`src/rtl/lsu_pkg.sv`:
```
// Shared definitions for the load/store unit: RISC-V funct3 encodings,
// memory access-type constants and the controller state enum.
package lsu_pkg;

   localparam logic [2:0] F3_B  = 3'b000;
   localparam logic [2:0] F3_H  = 3'b001;
   localparam logic [2:0] F3_W  = 3'b010;
   localparam logic [2:0] F3_BU = 3'b100;
   localparam logic [2:0] F3_HU = 3'b101;

   // Loads are sequenced one byte per cycle using this access type
   localparam logic [2:0] MEM_ACC_BYTE = 3'b100;

   typedef enum logic [1:0] {
      IDLE,
      LOAD,
      STORE,
      RESP
   } lsu_state_e;

endpackage

```
`src/rtl/lsu_align_ext.sv`:
```
// Combinational helper: legality/alignment check and byte count for an
// incoming request, plus sign/zero extension of assembled load data.
module lsu_align_ext
   import lsu_pkg::*;
#(
   parameter int ADDRESS_WIDTH = 14
) (
   input  logic        req_we_i,
   input  logic [2:0]  req_funct3_i,
   input  logic [31:0] req_addr_i,
   output logic        fault_o,
   output logic [2:0]  nbytes_o,
   input  logic [2:0]  ext_funct3_i,
   input  logic [31:0] ext_raw_i,
   output logic [31:0] ext_data_o
);

   // Decide the access size and whether the request must be rejected
   always_comb begin
      fault_o  = 1'b0;
      nbytes_o = 3'd1;
      case (req_funct3_i)
         F3_B:  nbytes_o = 3'd1;
         F3_BU: begin
            nbytes_o = 3'd1;
            fault_o  = req_we_i;
         end
         F3_H: begin
            nbytes_o = 3'd2;
            fault_o  = req_addr_i[0];
         end
         F3_HU: begin
            nbytes_o = 3'd2;
            fault_o  = req_addr_i[0] | req_we_i;
         end
         F3_W: begin
            nbytes_o = 3'd4;
            fault_o  = (req_addr_i[1:0] != 2'b00);
         end
         default: fault_o = 1'b1;
      endcase
      if ((req_addr_i >> ADDRESS_WIDTH) != 32'd0) begin
         fault_o = 1'b1;
      end
   end

   // Widen the little-endian assembled bytes according to the load type
   always_comb begin
      ext_data_o = ext_raw_i;
      case (ext_funct3_i)
         F3_B:    ext_data_o = {{24{ext_raw_i[7]}}, ext_raw_i[7:0]};
         F3_H:    ext_data_o = {{16{ext_raw_i[15]}}, ext_raw_i[15:0]};
         F3_BU:   ext_data_o = {24'd0, ext_raw_i[7:0]};
         F3_HU:   ext_data_o = {16'd0, ext_raw_i[15:0]};
         default: ext_data_o = ext_raw_i;
      endcase
   end

endmodule

```
`src/rtl/load_store_unit.sv`:
```
// Load/store unit: accepts one request at a time, performs stores in a
// single memory cycle and loads as a sequence of byte reads, then holds a
// response until the pipeline consumes it.
module load_store_unit
   import lsu_pkg::*;
#(
   parameter int ADDRESS_WIDTH = 14
) (
   input  logic                     clk,
   input  logic                     rst_n,
   input  logic                     req_valid,
   output logic                     req_ready,
   input  logic                     req_we,
   input  logic [2:0]               req_funct3,
   input  logic [31:0]              req_addr,
   input  logic [31:0]              req_wdata,
   output logic                     resp_valid,
   input  logic                     resp_ready,
   output logic [31:0]              resp_rdata,
   output logic                     resp_fault,
   output logic                     mem_wEn,
   output logic [ADDRESS_WIDTH-1:0] mem_addr,
   output logic [2:0]               mem_access_type,
   output logic [31:0]              mem_dataIn,
   input  logic [31:0]              mem_dataOut
);

   lsu_state_e               state_q, state_d;
   logic                     we_q, we_d;
   logic [2:0]               funct3_q, funct3_d;
   logic [ADDRESS_WIDTH-1:0] addr_q, addr_d;
   logic [31:0]              wdata_q, wdata_d;
   logic [31:0]              raw_q, raw_d;
   logic [2:0]               cnt_q, cnt_d;
   logic [2:0]               nbytes_q, nbytes_d;
   logic                     fault_q, fault_d;

   logic                     chkFault;
   logic [2:0]               chkNbytes;
   logic [31:0]              extData;
   logic [1:0]               byteIdx;
   logic                     unused_dataHi;

   assign byteIdx       = 2'(cnt_q - 3'd1);
   assign unused_dataHi = ^mem_dataOut[31:8];

   lsu_align_ext #(
      .ADDRESS_WIDTH(ADDRESS_WIDTH)
   ) u_align_ext (
      .req_we_i    (req_we),
      .req_funct3_i(req_funct3),
      .req_addr_i  (req_addr),
      .fault_o     (chkFault),
      .nbytes_o    (chkNbytes),
      .ext_funct3_i(funct3_q),
      .ext_raw_i   (raw_q),
      .ext_data_o  (extData)
   );

   // State and request registers; reset discards any partial access
   always_ff @(posedge clk or negedge rst_n) begin
      if (!rst_n) begin
         state_q  <= IDLE;
         we_q     <= 1'b0;
         funct3_q <= 3'd0;
         addr_q   <= '0;
         wdata_q  <= 32'd0;
         raw_q    <= 32'd0;
         cnt_q    <= 3'd0;
         nbytes_q <= 3'd0;
         fault_q  <= 1'b0;
      end else begin
         state_q  <= state_d;
         we_q     <= we_d;
         funct3_q <= funct3_d;
         addr_q   <= addr_d;
         wdata_q  <= wdata_d;
         raw_q    <= raw_d;
         cnt_q    <= cnt_d;
         nbytes_q <= nbytes_d;
         fault_q  <= fault_d;
      end
   end

   // Next-state and output decode; memory outputs are zero unless active
   always_comb begin
      state_d         = state_q;
      we_d            = we_q;
      funct3_d        = funct3_q;
      addr_d          = addr_q;
      wdata_d         = wdata_q;
      raw_d           = raw_q;
      cnt_d           = cnt_q;
      nbytes_d        = nbytes_q;
      fault_d         = fault_q;
      req_ready       = 1'b0;
      resp_valid      = 1'b0;
      resp_rdata      = 32'd0;
      resp_fault      = 1'b0;
      mem_wEn         = 1'b0;
      mem_addr        = '0;
      mem_access_type = 3'd0;
      mem_dataIn      = 32'd0;
      case (state_q)
         IDLE: begin
            req_ready = 1'b1;
            if (req_valid) begin
               we_d     = req_we;
               funct3_d = req_funct3;
               addr_d   = req_addr[ADDRESS_WIDTH-1:0];
               wdata_d  = req_wdata;
               raw_d    = 32'd0;
               cnt_d    = 3'd0;
               nbytes_d = chkNbytes;
               fault_d  = chkFault;
               if (chkFault) begin
                  state_d = RESP;
               end else if (req_we) begin
                  state_d = STORE;
               end else begin
                  state_d = LOAD;
               end
            end
         end
         STORE: begin
            mem_wEn         = 1'b1;
            mem_addr        = addr_q;
            mem_access_type = funct3_q;
            mem_dataIn      = wdata_q;
            state_d         = RESP;
         end
         LOAD: begin
            if (cnt_q < nbytes_q) begin
               mem_addr        = addr_q + ADDRESS_WIDTH'(cnt_q);
               mem_access_type = MEM_ACC_BYTE;
            end
            if (cnt_q != 3'd0) begin
               raw_d[{byteIdx, 3'b000} +: 8] = mem_dataOut[7:0];
            end
            cnt_d = cnt_q + 3'd1;
            if (cnt_q == nbytes_q) begin
               state_d = RESP;
            end
         end
         RESP: begin
            resp_valid = 1'b1;
            resp_fault = fault_q;
            resp_rdata = (fault_q || we_q) ? 32'd0 : extData;
            if (resp_ready) begin
               state_d = IDLE;
            end
         end
         default: state_d = IDLE;
      endcase
   end

endmodule

```
`config.mk`:
```
export PLATFORM = sky130hd
export DESIGN_NAME = load_store_unit
export DESIGN_NICKNAME = d
export VERILOG_FILES = /design/src/rtl/lsu_pkg.sv /design/src/rtl/lsu_align_ext.sv /design/src/rtl/load_store_unit.sv
export SDC_FILE = /design/constraint.sdc
export NUM_CORES = 1
export LEC_CHECK = 0
export ABC_AREA = 1
export ABC_CLOCK_PERIOD_IN_PS = 3000
export BUFFER_PORTS_ARGS = -buffer_cell sky130_fd_sc_hd__buf_2
export CAP_MARGIN = 10
export CORE_MARGIN = 3
export CORE_UTILIZATION = 44
export DETAILED_ROUTE_END_ITERATION = 10
export PLACE_DENSITY = 0.73
export SYNTH_ARGS = -nofsm -noshare
export SYNTH_HDL_FRONTEND = slang
export SYNTH_SLANG_ARGS = --single-unit
```
`constraint.sdc`:
```
create_clock -name clk -period 3 [get_ports clk]
set_clock_uncertainty 0.05 [all_clocks]
set_input_delay 0.9 -clock clk [delete_from_list [all_inputs] [get_ports clk]]
set_output_delay 0.9 -clock clk [all_outputs]
set_load 0.005 [all_outputs]
```
==> impl_metrics.yaml, run 1 <==
drt:
  vias_per_cell: 4.84
  wl_um: 13100
  wire_per_inst_um: 12.9
  antenna_left: 0
  drt-initial-drc-count: 270
  routed-via-count: 4903
  first_pass_iters: 5
  drcViolationCount: 0
floorplan:
  coreArea_mm2: 0.0109
  boundaryPins: 189
  fp-row-count: 38
  die_area_mm2: 0.0126
  die_y_um: 112
  die_w_um: 112
  initial_core_util_pct: 45.5
placement:
  dpl-instance-area_mm2: 0.00604
  dp_worst_setup_slack_ns: 0.0791
  gp_congestion: 0.889
  port_buffers: 164
  placed_cells: 988
  hpwl_um: 9490
synthesis:
  seq_area_frac_synth_pct: 45.8
  synth_top_cell_by_area: "dfrtp_1"
  ys_ff_latch: 91
  syn_nets: 810
  synth-async-reset-ratio_pct: 100
  syn_area_mm2: 0.00497
  syn_avg_cell_area_um2: 7.22
  yosysWarningCount: 0
  synth_edf_count: 0
  synth-main-ff-cell: "dfrtp_1"
  synthTopCellsByArea: "dfrtp_1 46%, nand2_1 17%, inv_1 7.8%, nor2_1 5.2%, o21ai_0 5.1%"
  synth_top_area_share_pct: 45.8
  synthCells: 689
  synth.distinct_cells: 31
power_and_ir_drop:
  p_per_area_mw_per_mm2: 869
  vdd_drop_max_mv: 0.558
  power.total_mw: 5.75
  power_leakage_nw: 3.79
critical_path:
  cp_cell_sequence: "ha_2 -> inv_2 -> fa_2 -> inv_2 -> nand2_4 -> a21oi_4 -> nand3_4 -> nor2_1 -> o21ai_1 -> nor2_1 -> buf_2"
  cpPeakStageDelay_ns: 0.36
  path_class: "reg2out"
  crit_fanout: 4
  cpMaxStageDelayCell: "dfrtp_1"
  endpoint_kind: "output port"
  arrival_ns: 2.08
  worstPathRequired_ns: 2.05
  start_kind: "flop"
clock_network:
  cts_tree: "yes"
  cts_made_buffers: 9
  cts-root-buf: "clkbuf_16"
  clockBufferDepth: 2
  clkSinkCount: 91
  clk_pin_slew_ns: 0.06
  clkLatencyLatePin_ns: 0.33
  h-tree-depth: 3
sta:
  fin_crit_ns: 3.03
  final-setup-viol-count: 3
  tightest_slew_ns: 0.611
  fin_ws_ns: -0.0314
  drv_slew: 0
  relSlewSlack_pct: 59.3
  fin_tns_setup_ns: -0.0427
  rsz0062_at_grt: "true"
  layout_worst_path_cycle_share_pct: 101
  hold_viol: 0
  max_freq_mhz: 330
finish:
  final_nets: 989
  final_area_mm2: 0.00661
  final_cell_mix: "218 x nand2_1, 163 x buf_2, 98 x inv_1"
  final_common_cell: "nand2_1"
  layout.cells.non_filler: 1013
  drive_gt1_share_pct: 29.1
  area_growth_syn_to_layout_pct: 33.0
  n_antenna_cell: 0
grt:
  grt_usage_pct: 20.6
  grt_pass1_vias: 4516
  grt_start_max_net_pins: 42
  grt_first_pass_wirelength_um: 21700
  grt-ovfl-total: 0
  antenna_found_initial: 0
outcome:
  violations: "setup timing"
  status: "finished with violations"
flow_run:
  cap_violations: 0
worst_hold_path:
  hold_path.class: "reg2reg"
-- logic make-up (layout without fill, tap and decap cells) --
kind of cell               count (synthesis)  after routing  share of synthesized area, %
AOI/OAI and AO/OA                        118            118                          13.2
buffers and inverters                    131            315                          10.1
DFF                                       91             91                          45.8
adders and majority gates                 17             17                          4.43
and+or+nand+nor                          332            332                          26.4
-- through the flow --
step                      util (%)  hold slack (ns)
final                         60.5            0.429
after global routing          60.5            0.449
after CTS                     59.3            0.433
after detailed placement      55.2            0.415
after global placement        55.2            0.411
after floorplan                  -            0.399
-- metal layers --
| metal | vias to the layer above | global-route usage [%] | share of wire [%] |
|---|---|---|---|
| met5 | - | 0 | 0 |
| met4 | 0 | 2.96 | 0.75 |
| met3 | 8 | 5.01 | 7.1 |
| met2 | 170 | 32.5 | 46 |
| met1 | 2218 | 29.7 | 46 |
| li1 | 2507 | - | - |
-- worst max-delay path: cells and delay by family (launching register included) --
| kind | cells | cell delay, ns |
|---|---|---|
| adder cells (fa/ha/maj) | 2 | 0.52 |
| AND/OR/NAND/NOR | 4 | 0.38 |
| flip-flops | 1 | 0.36 |
| buffers and inverters | 3 | 0.24 |
| AO/OA/AOI/OAI | 2 | 0.23 |
-- synth_stat cells, types with 3 or more instances --
master	count
dfrtp_1	91
buf_1	3
nor2_1	69
nand4_1	4
clkbuf_1	16
inv_1	103
o21ai_0	51
a21oi_1	40
o22ai_1	10
inv_2	3
buf_2	4
or2_2	3
nand3_1	23
ha_1	16
o21ai_2	3
o31ai_1	8
nor3_1	6
nand2_1	223
-- power breakdown --
group | internal (mW) | switching, mW | leakage (nW)
combinational | 1.03 | 1.60 | 2.46
sequential | 1.64 | 0.295 | 1.18
clock | 0.728 | 0.459 | 0.150
-- registers in the layout (all words and copies together), names as in the netlist --
register  count
raw_q        32
wdata_q      32
addr_q       14
cnt_q         3
funct3_q      3
nbytes_q      3
state_q       2
fault_q       1
we_q          1
-- area by class of cell --
cell class,instances,area [um2]
multi-input cells,467,2370
inverters,107,409
flip-flops and latches,91,2280
clock inverters,5,77.6
clock buffers,11,233
fillers,1035,4320
repair buffers,192,1070
well taps,140,175
-- path summary, 6_finish.rpt --
| path | from | to | slack (ns) | cells past startpoint |
|---|---|---|---|---|
| max reg2reg | state_q[0] | raw_q[13] | 0.56 | 8 |
| max in group asynchronous | rst_n | we_q | 1.78 | 2 |
| max | cnt_q[0] | mem_addr[10] | -0.03 | 11 |
| min in group asynchronous | rst_n | raw_q[28] | 0.44 | 1 |
| min | wdata_q[15] | wdata_q[15] | 0.43 | 2 |
| min reg2reg | wdata_q[15] | wdata_q[15] | 0.43 | 2 |
-- timing repair --
action | CTS | global route
cloned | 0 | 1
hold buffers | 0 | 0
resized for setup | 23 | 27
setup endpoints to repair | 11 | 23
hold endpoints to repair | 0 | 0
pin swaps | 8 | 15
setup buffers | 6 | 2
Note: power is estimated with default switching activity, not from simulation.
==> run 2, diff against run 1 <==
- PLACE_DENSITY: 0.73 -> 0.72
- SYNTH_HIERARCHICAL: unset -> 1
- TNS_END_PERCENT: unset -> 5
==> run 2 against run 1 <==
Effect of this change: the flow now finishes without violations; first-iteration DRC count decreased by 17%; non-clock buffer count fell by 5; global-route usage up 0.14 points; cell area is 3.6% higher; via count increased by 1.8%; die area rose by 8.3%; cell count is 0.69% higher; sequential cell count is the same; power increased by 8.7%; synthesized cell count up 2.5%; synthesized area rose by 8.8%; critical path type unchanged; critical endpoint is now mem_addr[13]; largest cell class unchanged; highest routed layer is now met5.
==> impl_metrics.yaml, run 2 <==
outcome:
  status: "finished clean"
floorplan:
  fp-row-count: 39
  boundaryPins: 189
  initial_core_util_pct: 46.2
  coreArea_mm2: 0.0117
  die_area_mm2: 0.0137
  die_w_um: 117
  die_y_um: 117
synthesis:
  synth_edf_count: 0
  syn_area_mm2: 0.00541
  synthCells: 706
  synthTopCellsByArea: "dfrtp_1 42%, nand2_1 14%, mux2_2 9.4%, inv_1 7.2%, nor2_1 5.9%"
  synth-async-reset-ratio_pct: 100
  yosysWarningCount: 6
  syn_avg_cell_area_um2: 7.66
  synth_top_area_share_pct: 42.1
  synth_top_cell_by_area: "dfrtp_1"
  syn_nets: 827
  seq_area_frac_synth_pct: 42.1
  synth-main-ff-cell: "dfrtp_1"
  yosysMostFrequentCell: "nand2_1"
  synth_common_cells: "196 x nand2_1, 104 x inv_1, 91 x dfrtp_1"
  synth.distinct_cells: 34
  ys_ff_latch: 91
finish:
  drive_gt1_share_pct: 33.1
  fillerInstances: 1140
  final_common_cell: "nand2_1"
  final_cell_mix: "192 x nand2_1, 163 x buf_2, 102 x inv_1"
  final_nets: 993
  n_antenna_cell: 0
  area_growth_syn_to_layout_pct: 26.6
  final_area_mm2: 0.00685
  reg_top3: "raw_q (32), wdata_q (32), addr_q (14)"
grt:
  grt_usage_pct: 20.7
  antenna_found_initial: 1
  grt_start_max_net_pins: 36
  grt_pass1_vias: 4682
  grt_first_pass_wirelength_um: 22400
  grt-ovfl-total: 0
clock_network:
  clk_pin_slew_ns: 0.07
  clkLatencyLatePin_ns: 0.34
  clockBufferDepth: 2
  clkSinkCount: 91
  cts-root-buf: "clkbuf_16"
  h-tree-depth: 3
  cts_tree: "yes"
  cts_made_buffers: 9
drt:
  drcViolationCount: 0
  drt-initial-drc-count: 225
  wl_um: 13700
  routed-via-count: 4993
  antenna_left: 0
  wire_per_inst_um: 13.5
  vias_per_cell: 4.90
  first_pass_iters: 4
critical_path:
  cpPeakStageDelay_ns: 0.47
  cpMaxStageDelayCell: "dfrtp_1"
  path_class: "reg2out"
  reg2regPathDepth: 10
  cp_common_cell: "nand2_1"
  reg2reg_to: "raw_q[3]"
  endpoint_kind: "output port"
  timing.rr.start: "cnt_q[0]"
  worstPathRequired_ns: 2.05
  start_kind: "flop"
  crit_fanout: 5
  ff2ff_setup_slack_ns: 0.86
  arrival_ns: 2.03
  cp_cell_sequence: "ha_4 -> nand2_1 -> nand2_1 -> inv_2 -> a21oi_4 -> nand2_1 -> nand2_1 -> nand2_1 -> a21oi_1 -> buf_2"
placement:
  port_buffers: 164
  dpl-instance-area_mm2: 0.00637
  hpwl_um: 10300
  gp_congestion: 0.851
sta:
  fin_crit_ns: 2.98
  rsz0062_at_grt: "true"
  final-setup-viol-count: 0
  relSlewSlack_pct: 55.9
  hold_viol: 0
  whs_ns: 0.430
  max_freq_mhz: 335
  layout_worst_path_cycle_share_pct: 99.4
  drv_slew: 0
  tightest_slew_ns: 0.660
worst_hold_path:
  hold_path.class: "in2async"
power_and_ir_drop:
  power_leakage_nw: 3.81
  vdd_drop_max_mv: 0.596
  p_per_area_mw_per_mm2: 912
flow_run:
  cap_violations: 0
-- run 2: stage by stage --
step	power, mW	util [%]	setup TNS, ns	cells	setup slack [ns]
after floorplan	3.90	-	0	706	0.468
after detailed placement	4.88	54.4	0	997	0.226
final	6.25	58.5	0	1020	0.0175
after CTS	6.15	57.6	-0.00887	1017	-0.00887
after global placement	4.80	54.4	0	997	0.226
after global routing	6.79	58.5	-0.625	1020	-0.101
-- run 2: cell type report --
cell class / instances / area [um2] / share of cell area, %
Multi-Input combinational cell: 477 / 2660 / 38.8
Sequential cell: 91 / 2280 / 33.3
Timing Repair Buffer: 187 / 1030 / 15.0
Inverter: 106 / 400 / 5.85
Clock buffer: 12 / 256 / 3.74
Tap cell: 143 / 179 / 2.61
Clock inverter: 4 / 48.8 / 0.712
-- run 2: worst max path at each step --
| stage | startpoint | endpoint | slack, ns |
|---|---|---|---|
| final | cnt_q[2] | mem_addr[13] | 0.02 |
| after global routing | cnt_q[2] | mem_addr[13] | -0.10 |
| after CTS | cnt_q[2] | mem_addr[13] | -0.009 |
| after detailed placement | state_q[1] | mem_addr[0] | 0.23 |
| after global placement | cnt_q[2] | mem_addr[13] | 0.23 |
| after floorplan | cnt_q[0] | mem_addr[6] | 0.47 |
-- run 2: kinds of logic (layout without fill, tap and decap cells) --
logic type / count (synthesis) / after routing / synth area share [%]
flip-flops: 91 / 91 / 42.1
AO/OA/AOI/OAI: 81 / 81 / 8.09
buffers and inverters: 138 / 309 / 10.7
multiplexers: 45 / 45 / 9.37
adder cells (fa/ha/maj): 17 / 17 / 4.07
AND/OR/NAND/NOR: 334 / 334 / 25.6
-- run 2: power by group --
| group | internal (mW) | switching [mW] | leakage, nW |
|---|---|---|---|
| logic | 1.30 | 1.75 | 2.53 |
| clock network | 0.691 | 0.473 | 0.153 |
| registers | 1.67 | 0.374 | 1.13 |
| total | 3.66 | 2.59 | 3.81 |
-- run 2: what timing repair did --
action,CTS,global route
hold buffers,0,0
setup buffers,4,3
setup endpoints to repair,15,31
hold endpoints to repair,0,0
gates resized for setup,12,13
pin swaps,2,2
-- run 2: critical path, delay by kind of cell, from the launching register on --
family | cells | cell delay (ns)
adder cells (fa/ha/maj) | 1 | 0.33
flip-flops | 1 | 0.47
AND/OR/NAND/NOR | 5 | 0.31
buffers and inverters | 2 | 0.22
AO/OA/AOI/OAI | 2 | 0.36
-- run 2: layer usage --
metal | track usage, % | vias to the layer above | routed length [um]
li1 | - | 2514 | -
met1 | 27.3 | 2297 | 6000
met4 | 6.57 | 2 | 240
met3 | 5.60 | 20 | 954
met2 | 33.5 | 160 | 6540
met5 | 0 | - | 11
